--- config.mk ---
export PLATFORM = sky130hd
export DESIGN_NAME = cpu_sequencer
export DESIGN_NICKNAME = d
export VERILOG_FILES = /design/src/rtl/cpu_pkg.sv /design/src/rtl/cpu_sequencer_cond_eval.sv /design/src/rtl/cpu_sequencer.sv
export SDC_FILE = /design/constraint.sdc
export NUM_CORES = 1
export LEC_CHECK = 0
export BUFFER_PORTS_ARGS = -buffer_cell sky130_fd_sc_hd__buf_2
export CAP_MARGIN = 20
export CORE_UTILIZATION = 25
export DETAILED_ROUTE_END_ITERATION = 12
export GPL_ROUTABILITY_DRIVEN = 0
export GPL_TIMING_DRIVEN = 0
export PLACE_DENSITY_LB_ADDON = 0.2
export SLEW_MARGIN = 20
export SYNTH_ARGS = -nofsm -noshare
export SYNTH_HDL_FRONTEND = slang
export SYNTH_HIERARCHICAL = 1
export SYNTH_SLANG_ARGS = --single-unit
--- constraint.sdc ---
create_clock -name clk -period 3.5 [get_ports clk]
set_input_delay 0.525 -clock clk [delete_from_list [all_inputs] [get_ports clk]]
set_output_delay 0.525 -clock clk [all_outputs]
set_load 0.01 [all_outputs]
--- src/rtl/cpu_pkg.sv ---
// Shared definitions for the multicycle control sequencer:
// state encoding, condition codes, PSR flag positions, opcode/ext
// constants and the pc_src / reg_write_src mux encodings.
package cpu_pkg;

  typedef enum logic [3:0] {
    S_FETCH,
    S_DECODE,
    S_EXEC,
    S_ALU,
    S_LSH,
    S_LUI,
    S_LOAD,
    S_LOAD_WB,
    S_STORE,
    S_JAL,
    S_JCOND,
    S_BCOND,
    S_WRITE,
    S_HALT
  } state_t;

  // Condition codes (A_index field of Bcond/Jcond)
  localparam logic [3:0] CC_EQ = 4'h0;  // Z
  localparam logic [3:0] CC_NE = 4'h1;  // !Z
  localparam logic [3:0] CC_CS = 4'h2;  // C
  localparam logic [3:0] CC_CC = 4'h3;  // !C
  localparam logic [3:0] CC_HI = 4'h4;  // L
  localparam logic [3:0] CC_LS = 4'h5;  // !L
  localparam logic [3:0] CC_GT = 4'h6;  // N
  localparam logic [3:0] CC_LE = 4'h7;  // !N
  localparam logic [3:0] CC_FS = 4'h8;  // F
  localparam logic [3:0] CC_FC = 4'h9;  // !F
  localparam logic [3:0] CC_LO = 4'hA;  // !L & !Z
  localparam logic [3:0] CC_HS = 4'hB;  // L | Z
  localparam logic [3:0] CC_LT = 4'hC;  // !N & !Z
  localparam logic [3:0] CC_GE = 4'hD;  // N | Z
  localparam logic [3:0] CC_UC = 4'hE;  // always

  // PSR flag bit positions
  localparam int unsigned PSR_C = 0;
  localparam int unsigned PSR_L = 2;
  localparam int unsigned PSR_F = 5;
  localparam int unsigned PSR_Z = 6;
  localparam int unsigned PSR_N = 7;

  // Opcode / extended opcode constants
  localparam logic [3:0] OP_RTYPE  = 4'b0000;
  localparam logic [3:0] OP_MEM    = 4'b0100;  // LOAD/STORE/JAL/JCOND family
  localparam logic [3:0] OP_LSH    = 4'b1000;
  localparam logic [3:0] OP_BCOND  = 4'b1100;
  localparam logic [3:0] OP_LUI    = 4'b1111;
  localparam logic [3:0] OP_CMP    = 4'b1011;  // also the CMP ext code
  localparam logic [3:0] EXT_LOAD  = 4'b0000;
  localparam logic [3:0] EXT_STORE = 4'b0100;
  localparam logic [3:0] EXT_JAL   = 4'b1000;
  localparam logic [3:0] EXT_JCOND = 4'b1100;

  // pc_src encodings
  localparam logic [1:0] PC_SRC_ALU = 2'b00;
  localparam logic [1:0] PC_SRC_REG = 2'b01;
  localparam logic [1:0] PC_SRC_INC = 2'b10;

  // reg_write_src encodings
  localparam logic [1:0] RWS_ALU = 2'b00;
  localparam logic [1:0] RWS_MEM = 2'b01;
  localparam logic [1:0] RWS_PC1 = 2'b10;

endpackage

--- src/rtl/cpu_sequencer_cond_eval.sv ---
// cond_eval: combinational branch-condition evaluator.
//   i_cond  [3:0]      condition code
//   i_psr   [WIDTH-1:0] processor status register
//   o_taken            condition holds (undefined codes are never taken)
module cond_eval
  import cpu_pkg::*;
#(
  parameter int unsigned WIDTH = 16
) (
  input  logic [3:0]       i_cond,
  input  logic [WIDTH-1:0] i_psr,
  output logic             o_taken
);

  logic w_c, w_l, w_f, w_z, w_n;
  logic w_unused_psr;

  assign w_c = i_psr[PSR_C];
  assign w_l = i_psr[PSR_L];
  assign w_f = i_psr[PSR_F];
  assign w_z = i_psr[PSR_Z];
  assign w_n = i_psr[PSR_N];

  // Only five PSR bits carry flags; the rest are intentionally ignored.
  assign w_unused_psr = ^i_psr;

  always_comb begin
    o_taken = 1'b0;
    case (i_cond)
      CC_EQ:   o_taken = w_z;
      CC_NE:   o_taken = ~w_z;
      CC_CS:   o_taken = w_c;
      CC_CC:   o_taken = ~w_c;
      CC_HI:   o_taken = w_l;
      CC_LS:   o_taken = ~w_l;
      CC_GT:   o_taken = w_n;
      CC_LE:   o_taken = ~w_n;
      CC_FS:   o_taken = w_f;
      CC_FC:   o_taken = ~w_f;
      CC_LO:   o_taken = ~w_l & ~w_z;
      CC_HS:   o_taken = w_l | w_z;
      CC_LT:   o_taken = ~w_n & ~w_z;
      CC_GE:   o_taken = w_n | w_z;
      CC_UC:   o_taken = 1'b1;
      default: o_taken = 1'b0;
    endcase
  end

endmodule

--- src/rtl/cpu_sequencer.sv ---
// cpu_sequencer: multicycle control FSM for the 16-bit datapath.
// Inputs : clk, reset (async, active-high), op_code, ext_op_code,
//          A_index (condition code), psr_flags, mem_ready.
// Outputs: mem_req / write_to_memory / loading / storing (memory),
//          instruction_en, alu_A_src, alu_B_src, alu_cont, reg_write,
//          reg_write_src, pc_en, pc_src, illegal, halted.
// Every memory access handshakes on mem_req/mem_ready; a wait longer
// than MEM_TIMEOUT cycles (0 = no limit) parks the core in HALT.
module cpu_sequencer
  import cpu_pkg::*;
#(
  parameter int unsigned WIDTH            = 16,
  parameter int unsigned ALU_CONT_BITS    = 6,
  parameter int unsigned REG_BITS         = 4,
  parameter int unsigned OP_CODE_BITS     = 4,
  parameter int unsigned EXT_OP_CODE_BITS = 4,
  parameter int unsigned MEM_TIMEOUT      = 15
) (
  input  logic                        clk,
  input  logic                        reset,
  input  logic [OP_CODE_BITS-1:0]     op_code,
  input  logic [EXT_OP_CODE_BITS-1:0] ext_op_code,
  input  logic [REG_BITS-1:0]         A_index,
  input  logic [WIDTH-1:0]            psr_flags,
  input  logic                        mem_ready,
  output logic                        mem_req,
  output logic                        write_to_memory,
  output logic                        loading,
  output logic                        storing,
  output logic                        instruction_en,
  output logic                        alu_A_src,
  output logic                        alu_B_src,
  output logic [ALU_CONT_BITS-1:0]    alu_cont,
  output logic                        reg_write,
  output logic [1:0]                  reg_write_src,
  output logic                        pc_en,
  output logic [1:0]                  pc_src,
  output logic                        illegal,
  output logic                        halted
);

  localparam int unsigned CNT_W = (MEM_TIMEOUT < 2) ? 1 : $clog2(MEM_TIMEOUT + 1);

  state_t           r_state, w_next, w_exec_next;
  logic [CNT_W-1:0] r_wait_cnt;
  logic [1:0]       r_wr_pc_src;
  logic             w_taken, w_wait_state, w_waiting, w_timeout, w_imm;

  cond_eval #(.WIDTH(WIDTH)) u_cond_eval (
    .i_cond  (A_index[3:0]),
    .i_psr   (psr_flags),
    .o_taken (w_taken)
  );

  assign w_wait_state = (r_state == S_FETCH) || (r_state == S_LOAD) || (r_state == S_STORE);
  assign w_waiting    = w_wait_state && !mem_ready;
  assign w_timeout    = (MEM_TIMEOUT != 0) && w_waiting && (r_wait_cnt == CNT_W'(MEM_TIMEOUT));
  assign w_imm        = (op_code[1:0] != 2'b00);

  always_ff @(posedge clk or posedge reset) begin
    if (reset) begin
      r_state     <= S_FETCH;
      r_wait_cnt  <= '0;
      r_wr_pc_src <= PC_SRC_INC;
    end else begin
      r_state <= w_next;
      // Wait states are never adjacent, so clearing on every non-waiting
      // cycle guarantees a zero count on entry to each access.
      if (w_waiting) r_wait_cnt <= r_wait_cnt + CNT_W'(1);
      else           r_wait_cnt <= '0;
      // WRITE's pc_src is chosen one state early by JAL/JCOND and
      // falls back to PC+1 once WRITE retires.
      case (r_state)
        S_JAL:   r_wr_pc_src <= PC_SRC_REG;
        S_JCOND: r_wr_pc_src <= w_taken ? PC_SRC_REG : PC_SRC_INC;
        S_WRITE: r_wr_pc_src <= PC_SRC_INC;
        default: r_wr_pc_src <= r_wr_pc_src;
      endcase
    end
  end

  // Instruction decode in priority order; falling through to WRITE
  // marks the opcode as illegal.
  always_comb begin
    w_exec_next = S_WRITE;
    if (op_code == OP_LSH)                                    w_exec_next = S_LSH;
    else if (op_code == OP_LUI)                               w_exec_next = S_LUI;
    else if (op_code == OP_BCOND)                             w_exec_next = S_BCOND;
    else if (op_code == OP_MEM && ext_op_code == EXT_LOAD)    w_exec_next = S_LOAD;
    else if (op_code == OP_MEM && ext_op_code == EXT_STORE)   w_exec_next = S_STORE;
    else if (op_code == OP_MEM && ext_op_code == EXT_JAL)     w_exec_next = S_JAL;
    else if (op_code == OP_MEM && ext_op_code == EXT_JCOND)   w_exec_next = S_JCOND;
    else if (op_code == OP_RTYPE || w_imm)                    w_exec_next = S_ALU;
  end

  always_comb begin
    w_next = r_state;
    case (r_state)
      S_FETCH:   if (mem_ready) w_next = S_DECODE; else if (w_timeout) w_next = S_HALT;
      S_DECODE:  w_next = S_EXEC;
      S_EXEC:    w_next = w_exec_next;
      S_LOAD:    if (mem_ready) w_next = S_LOAD_WB; else if (w_timeout) w_next = S_HALT;
      S_STORE:   if (mem_ready) w_next = S_WRITE; else if (w_timeout) w_next = S_HALT;
      S_ALU, S_LSH, S_LUI, S_LOAD_WB, S_JAL, S_JCOND: w_next = S_WRITE;
      S_BCOND, S_WRITE: w_next = S_FETCH;
      S_HALT:    w_next = S_HALT;
      default:   w_next = S_FETCH;
    endcase
  end

  always_comb begin
    mem_req         = 1'b0;
    write_to_memory = 1'b0;
    loading         = 1'b0;
    storing         = 1'b0;
    instruction_en  = 1'b0;
    alu_A_src       = 1'b0;
    alu_B_src       = 1'b0;
    alu_cont        = '0;
    reg_write       = 1'b0;
    reg_write_src   = RWS_ALU;
    pc_en           = 1'b0;
    pc_src          = PC_SRC_ALU;
    illegal         = 1'b0;
    halted          = 1'b0;
    if (!reset) begin
      case (r_state)
        S_FETCH:  mem_req = 1'b1;
        S_DECODE: instruction_en = 1'b1;
        S_EXEC:   illegal = (w_exec_next == S_WRITE);
        S_ALU: begin
          alu_A_src = 1'b1;
          alu_B_src = w_imm;
          alu_cont  = ALU_CONT_BITS'({2'b00, (w_imm ? op_code : ext_op_code)});
          reg_write = !(op_code == OP_CMP || ext_op_code == OP_CMP);
        end
        S_LSH: begin
          alu_A_src = 1'b1;
          alu_B_src = 1'b1;
          alu_cont  = ALU_CONT_BITS'({2'b10, op_code});
          reg_write = 1'b1;
        end
        S_LUI: begin
          alu_A_src = 1'b1;
          alu_B_src = 1'b1;
          alu_cont  = '1;
          reg_write = 1'b1;
        end
        S_LOAD: begin
          mem_req = 1'b1;
          loading = 1'b1;
        end
        S_LOAD_WB: begin
          reg_write     = 1'b1;
          reg_write_src = RWS_MEM;
        end
        S_STORE: begin
          mem_req         = 1'b1;
          write_to_memory = 1'b1;
          storing         = 1'b1;
        end
        S_JAL: begin
          reg_write     = 1'b1;
          reg_write_src = RWS_PC1;
        end
        S_BCOND: begin
          pc_en     = 1'b1;
          alu_B_src = 1'b1;
          alu_cont  = ALU_CONT_BITS'({2'b11, op_code});
          pc_src    = w_taken ? PC_SRC_ALU : PC_SRC_INC;
        end
        S_WRITE: begin
          pc_en  = 1'b1;
          pc_src = r_wr_pc_src;
        end
        S_HALT:  halted = 1'b1;
        default: ;
      endcase
    end
  end

endmodule
---- Yosys cells after proc, flatten, opt, wreduce, memory -nomap -nowiden ----
Index checks and enable logic that the tools add are counted.
operators by class
  $add $sub $neg .......................... 1
  equality and inequality tests ........... 38
  multiplexer cells ....................... 45
  bitwise gates (word level) .............. 9
  reductions and logical operators ........ 24
operators by type and width
  kind                                                                    count
  4-bit equality test (second input constant)                             22
  4-bit 2-to-1 mux                                                        14
  4-bit by 3-bit equality test with 1-bit output (second input constant)  10
  4-bit case mux with 7 select lines                                      1
  6-bit case mux with 4 select lines                                      1
  1-bit 2-to-1 mux                                                        18
  4-bit by 2-bit equality test with 1-bit output (second input constant)  4
  4-bit zero test                                                         4
  1-bit case mux with 15 select lines                                     1
  3-bit OR reduction                                                      3
  4-bit by 1-bit equality test with 1-bit output (second input constant)  2
  2-bit 2-to-1 mux                                                        4
  2-bit case mux with 2 select lines                                      2
  1-bit logical AND                                                       6
  6-bit 2-to-1 mux                                                        1
  2-bit case mux with 3 select lines                                      1
  6-bit OR reduction                                                      1
  1-bit NOT                                                               5
  4-bit by 1-bit adder with 4-bit output (second input constant)          1
  1-bit logical OR                                                        4
  1-bit case mux with 2 select lines                                      2
  4-bit OR reduction                                                      1
  3-bit nonzero test                                                      1
  1-bit AND                                                               2
  4 further kinds                                                         6
storage, ports and cells
  bits in registers ....................... 10
  output and inout bits ................... 21

---- Logic depth before layout (Yosys ltp) ----
  word-level depth ........................ 13
  mapped depth ............................ 9
  gate-level depth less buffers ........... 8

---- Cells and area by module ----
Netlist, hierarchy kept.
by module, submodules not included
  module         instances  cells an instance  area an instance (um^2)  seq. area each (um^2)
  cpu_sequencer  1          145                1,066.0                  251.5
  cond_eval      1          25                 180.2                    0.0

---- Worst setup path after synthesis ----
No wires, ideal clock.
  kind .................................... input-to-output
  start point ............................. in A_index[2]
  end point ............................... out pc_src[1]
  data arrival time ....................... 1.999 ns
  data required time ...................... 2.975 ns
  path slack .............................. 0.976 ns
  stages on the path ...................... 7
  path buffers ............................ 1
  cells stage by stage .................... buf_6 -> inv_2 -> o311a_1 -> o311a_1 -> or4_1 -> o32a_1 -> nor2_1
between the ends
  longest elaborated chain between the ends .. 5
RTL lines
  what                                         RTL line                       text
  from (decl)                                  cpu_sequencer.sv:23            input logic [REG_BITS-1:0] A_index,
  4-bit equality test (tied with other cells)  cpu_sequencer_cond_eval.sv:29  case (i_cond)
  1-bit case mux with 15 select lines *        cpu_sequencer_cond_eval.sv:29
  named net w_taken                            cpu_sequencer.sv:47            logic w_taken, w_wait_state, w_waiting, w_timeout, w_imm;
  2-bit 2-to-1 mux *                           cpu_sequencer.sv:170           pc_src = w_taken ? PC_SRC_ALU : PC_SRC_INC;
  2-bit case mux with 2 select lines *         cpu_sequencer.sv:127           case (r_state)
  2-bit 2-to-1 mux *                           cpu_sequencer.sv:126           if (!reset) begin
  to (decl)                                    cpu_sequencer.sv:37            output logic [1:0] pc_src,
The timed path passes the listed nets; every way through them passes the cells marked *.

---- Final worst setup path ----
  start point ............................. in A_index[0]
  end point ............................... out pc_src[1]
The elaborated chain is that of the path after synthesis.

==> results.txt <==
- Via count normalized by instance count: slightly above 5
- Clk pin slew, worst setup/hold paths: 0.05 ns
* Fraction of final layout cells sized beyond drive strength 1: 27.0%
* Final Hold Violating Endpoints: 0
- Clock tree skew after final layout: 0.00293 ns
* Number of rows created at floorplan: 25
- Register area: 251 µm²
- Overall power consumption after layout is estimated at 0.870 mW.
* Cts hold-fix bufs: 0
- Counting the fill cells in the layout gives between 500 and 600.
- Number of register bits inferred by synthesis: 10
- TritonCTS built the clock tree.
- Floorplan die height: just over 70 µm
* H-tree levels: 1
- Largest fanout on the critical path: 10
- Synthesized instance count: 170
- Before CTS, the worst setup slack after placement is 0.783 ns.
* Final cell count without fillers: roughly 280
- Count of unique library cells instantiated by Yosys: between 50 and 60
* Slack of the worst reg-to-reg path: around 1.9 ns
- The tool flagged a number of max-cap violations equal to 0.
- Number of nets in the layout: 244
* Estimated wirelength of the detail-placed design: between 2 and 3 mm
* Chain of cells forming the critical path: clkbuf_1 > xor2_1 > a211oi_1 > nor3_1 > or4_1 > o32a_1 > nor2_1 > buf_2
- Among all flip-flop cells after synthesis, the most frequent one is sky130_fd_sc_hd__dfrtp_1.
- After detailed placement, the design holds a cell count of approximately 270.
- Count of flip-flops with a built-in enable after synthesis: 0
- Number of CTS-inserted buffers: 3
* Core ar.: roughly 4800 µm²
- Wires add up to between 3 and 4 mm.
* Multi-input gate area in the final layout: a little under 900 µm²
- The run finished with clean final reports.
- CTS saw 10 sinks.
- Once the clock tree was built, the setup fixing pass inserted 0 buffers.
- The cell sitting at the root of the clock tree is a sky130_fd_sc_hd__clkbuf_8.
- For this configuration, the core starts out at a cell density of 26.2%.
* Combined global-route utilization of all metal layers: between 10% and 20%
* Worst min path class: in -> async
* Total of endpoints with negative setup slack in the final report: 0
- Initial antenna violation count: 0
* Number of global-route vias before repair: 1,311
* Count of boundary I/O pins: 52
- In this run the deepest clock path goes through 2 buffers.
- Width of the chip: approximately 73 µm
- Once detail routing completed, the nets flagged for antenna violations numbered 0.
- On the worst path, the slowest cell contributes a delay of around 0.49 ns.
* Warnings from Yosys: 6
- Startpoint types: input pin
* Depth of the worst register-to-register path: 5
- Routed len/inst: 13.3 µm
* Critical register-to-register path startpoint: r_state[2]$_DFF_PP0_
- Worst IR Drop VDD: 0.227 mV
- Setup repair after global routing missed its margin: no
* Number of detailed-route iterations in the first pass: 4
- Power spread over the standard cell area amounts to 558 nW/µm².
- Entering global routing, the biggest net connects 14 pins.
- Average cell area after synthesis: 7.33 µm²
* Total negative setup slack: 0 ns
- Based on the critical path, the design can be clocked at up to 365 MHz.
* Total via count in the routed design: 1,418
* Detailed Route Iter0 Violations: 72
* Die area: 5270 µm²
* Post_cts resized: 0
- The setup path with the least slack is of type in -> out.
* Required time reported for the critical path endpoint: 2.97 ns
- The clock reaches the later pin of the worst-skew pair after ~0.23 ns.
- The critical path starts at A_index[0].
- The repair_antennas step left the layout with diodes totalling 0.
* Share of synthesized flip-flops with an asynchronous set or reset: 100%
* Least-Margin Pin Slew: 0.452 ns
- The worst pin sits at a relative slew slack of 69.1%.
- Layout overhead on the synthesized area: 25.2%
- Share of the clock period used by the worst path: 78.2%
- Drc violations: 0
* Sequential-to-total area share from yosys stat: 20.2%
* Arrival time at the worst endpoint: approximately 2.2 ns
- Master of the slowest instance on the critical path: sky130_fd_sc_hd__or4_1
- Count of port buffers added during placement: 37
* Shortest clock period the worst path allows after layout: 2.74 ns
- The first global-routing pass estimated 6.23 mm of wire.
- The synthesized netlist occupies a cell area of about 1200 µm².
- Worst R2R End: r_state[3]$_DFF_PP0_
* Remaining global-route overflow: 0
* Setup slack after layout: 0.764 ns
- Net count after synthesis: between 200 and 250
- The analysis attributes to cell leakage a power of 0.669 nW.
- STA classifies the critical path endpoint as a primary output.
- The final count of pins violating max slew came to 0.
==> state kept, by name (all words and copies together) (netlist names) <==
register	flops
r_state	4
r_wait_cnt	4
r_wr_pc_src	2
==> cell type report <==
| cell class | instances | area share (%) |
|---|---|---|
| tap | 67 | 5.37 |
| sequential | 10 | 16.1 |
| multi-input combinational | 138 | 57.2 |
| timing repair buffer | 37 | 11.9 |
| inverter | 8 | 1.92 |
| buffer | 14 | 4.65 |
| clock buffer | 4 | 2.89 |
==> per-layer routing <==
| layer | part of all wire [%] | track usage, % | vias to the layer above | routed length, µm |
|---|---|---|---|---|
| met4 | 0.57 | 1.96 | 0 | 21 |
| met2 | 44 | 22.4 | 42 | 1610 |
| met1 | 50 | 22.2 | 652 | 1850 |
| met5 | 0 | 0 | - | 0 |
| li1 | - | - | 720 | - |
| met3 | 5.5 | 2.62 | 4 | 205 |
==> cell usage after synthesis (all sizes together), types with 3 or more instances <==
master | number | share of area (%)
inv | 8 | 2.4
a21oi | 7 | 2.8
nand2 | 8 | 2.4
xor2 | 3 | 2.1
nor2 | 19 | 5.7
nor2b | 5 | 2.5
buf | 8 | 4.0
a211oi | 3 | 1.8
nor4 | 4 | 2.0
nand2b | 7 | 3.7
nand3 | 4 | 1.6
dfrtp | 9 | 18
nor3b | 4 | 2.4
nand4b | 3 | 2.1
o32a | 4 | 3.2
clkbuf | 6 | 1.8
and2b | 3 | 2.1
o21ai | 11 | 4.4
nor3 | 10 | 4.0
a2bb2oi | 3 | 2.1
==> where the power goes <==
part	leakage (nW)	total (mW)	internal, mW	switching (mW)
Combinational	0.516	0.565	0.229	0.335
Sequential	0.130	0.181	0.155	0.0262
Clock	0.0228	0.125	0.0797	0.0449
==> stage by stage <==
stage	cell area [µm²]	util, %	hold WS [ns]
2_1_floorplan	1250	-	0.383
3_3_place_gp	1520	31.9	0.456
3_5_place_dp	1520	31.9	0.453
4_1_cts	1560	32.8	0.334
5_1_grt	1560	32.8	0.373
6_report	1560	32.8	0.319
==> critical path, delay by kind of cell <==
kind	cells	cell delay, ns
xor+xnor	1	0.12
buf+inv	2	0.46
compound gates	2	0.47
simple gates	3	0.65
==> worst max-delay path by stage <==
stage               slack (ns)  depth (start not counted)         to
finish                    0.76                          8  pc_src[1]
global route              0.64                          8  pc_src[1]
CTS                       0.77                          8  pc_src[1]
detailed placement        0.78                          8  pc_src[1]
global placement          0.74                          8  pc_src[1]
floorplan                 0.98                          7  pc_src[1]
==> logic make-up after synthesis <==
kind of cell               count (synthesis)  share of synthesized area, %
AOI/OAI and AO/OA                         51                          29.6
xor gates and xnor gates                   5                          3.51
adders and majority gates                  1                          1.00
buffers and inverters                     22                          8.23
DFF                                       10                          20.2
muxes                                      1                         0.803
and+or+nand+nor                           80                          36.6
==> layout by cell type, fill, tap and decap left out, types with 2 or more instances in the layout <==
master | synthesis | routed
sky130_fd_sc_hd__nor2b_1 | 5 | 5
sky130_fd_sc_hd__nand2_1 | 8 | 8
sky130_fd_sc_hd__nor4b_1 | 2 | 2
sky130_fd_sc_hd__a2bb2oi_1 | 3 | 3
sky130_fd_sc_hd__nor3b_1 | 4 | 4
sky130_fd_sc_hd__o21a_1 | 2 | 2
sky130_fd_sc_hd__nand2b_1 | 6 | 6
sky130_fd_sc_hd__nand3_1 | 4 | 4
sky130_fd_sc_hd__o32a_1 | 4 | 4
sky130_fd_sc_hd__and2_1 | 2 | 2
sky130_fd_sc_hd__or2_2 | 2 | 2
sky130_fd_sc_hd__a211oi_1 | 3 | 3
sky130_fd_sc_hd__clkbuf_8 | 0 | 3
sky130_fd_sc_hd__nor4_1 | 4 | 4
sky130_fd_sc_hd__o311a_1 | 2 | 2
sky130_fd_sc_hd__buf_4 | 2 | 2
sky130_fd_sc_hd__nand4b_1 | 3 | 3
sky130_fd_sc_hd__o211ai_1 | 2 | 2
sky130_fd_sc_hd__a21oi_1 | 7 | 7
sky130_fd_sc_hd__clkbuf_1 | 6 | 7
sky130_fd_sc_hd__nor2_1 | 19 | 19
sky130_fd_sc_hd__o21ai_0 | 11 | 11
sky130_fd_sc_hd__buf_2 | 4 | 41
sky130_fd_sc_hd__o31ai_1 | 2 | 2
sky130_fd_sc_hd__dfrtp_1 | 9 | 9
sky130_fd_sc_hd__xor2_1 | 3 | 3
sky130_fd_sc_hd__and2b_2 | 3 | 3
sky130_fd_sc_hd__a221oi_1 | 2 | 2
sky130_fd_sc_hd__inv_1 | 7 | 7
sky130_fd_sc_hd__xnor2_1 | 2 | 2
sky130_fd_sc_hd__a21o_1 | 2 | 2
sky130_fd_sc_hd__nor3_1 | 10 | 10
(Power assumes the default switching activity.)
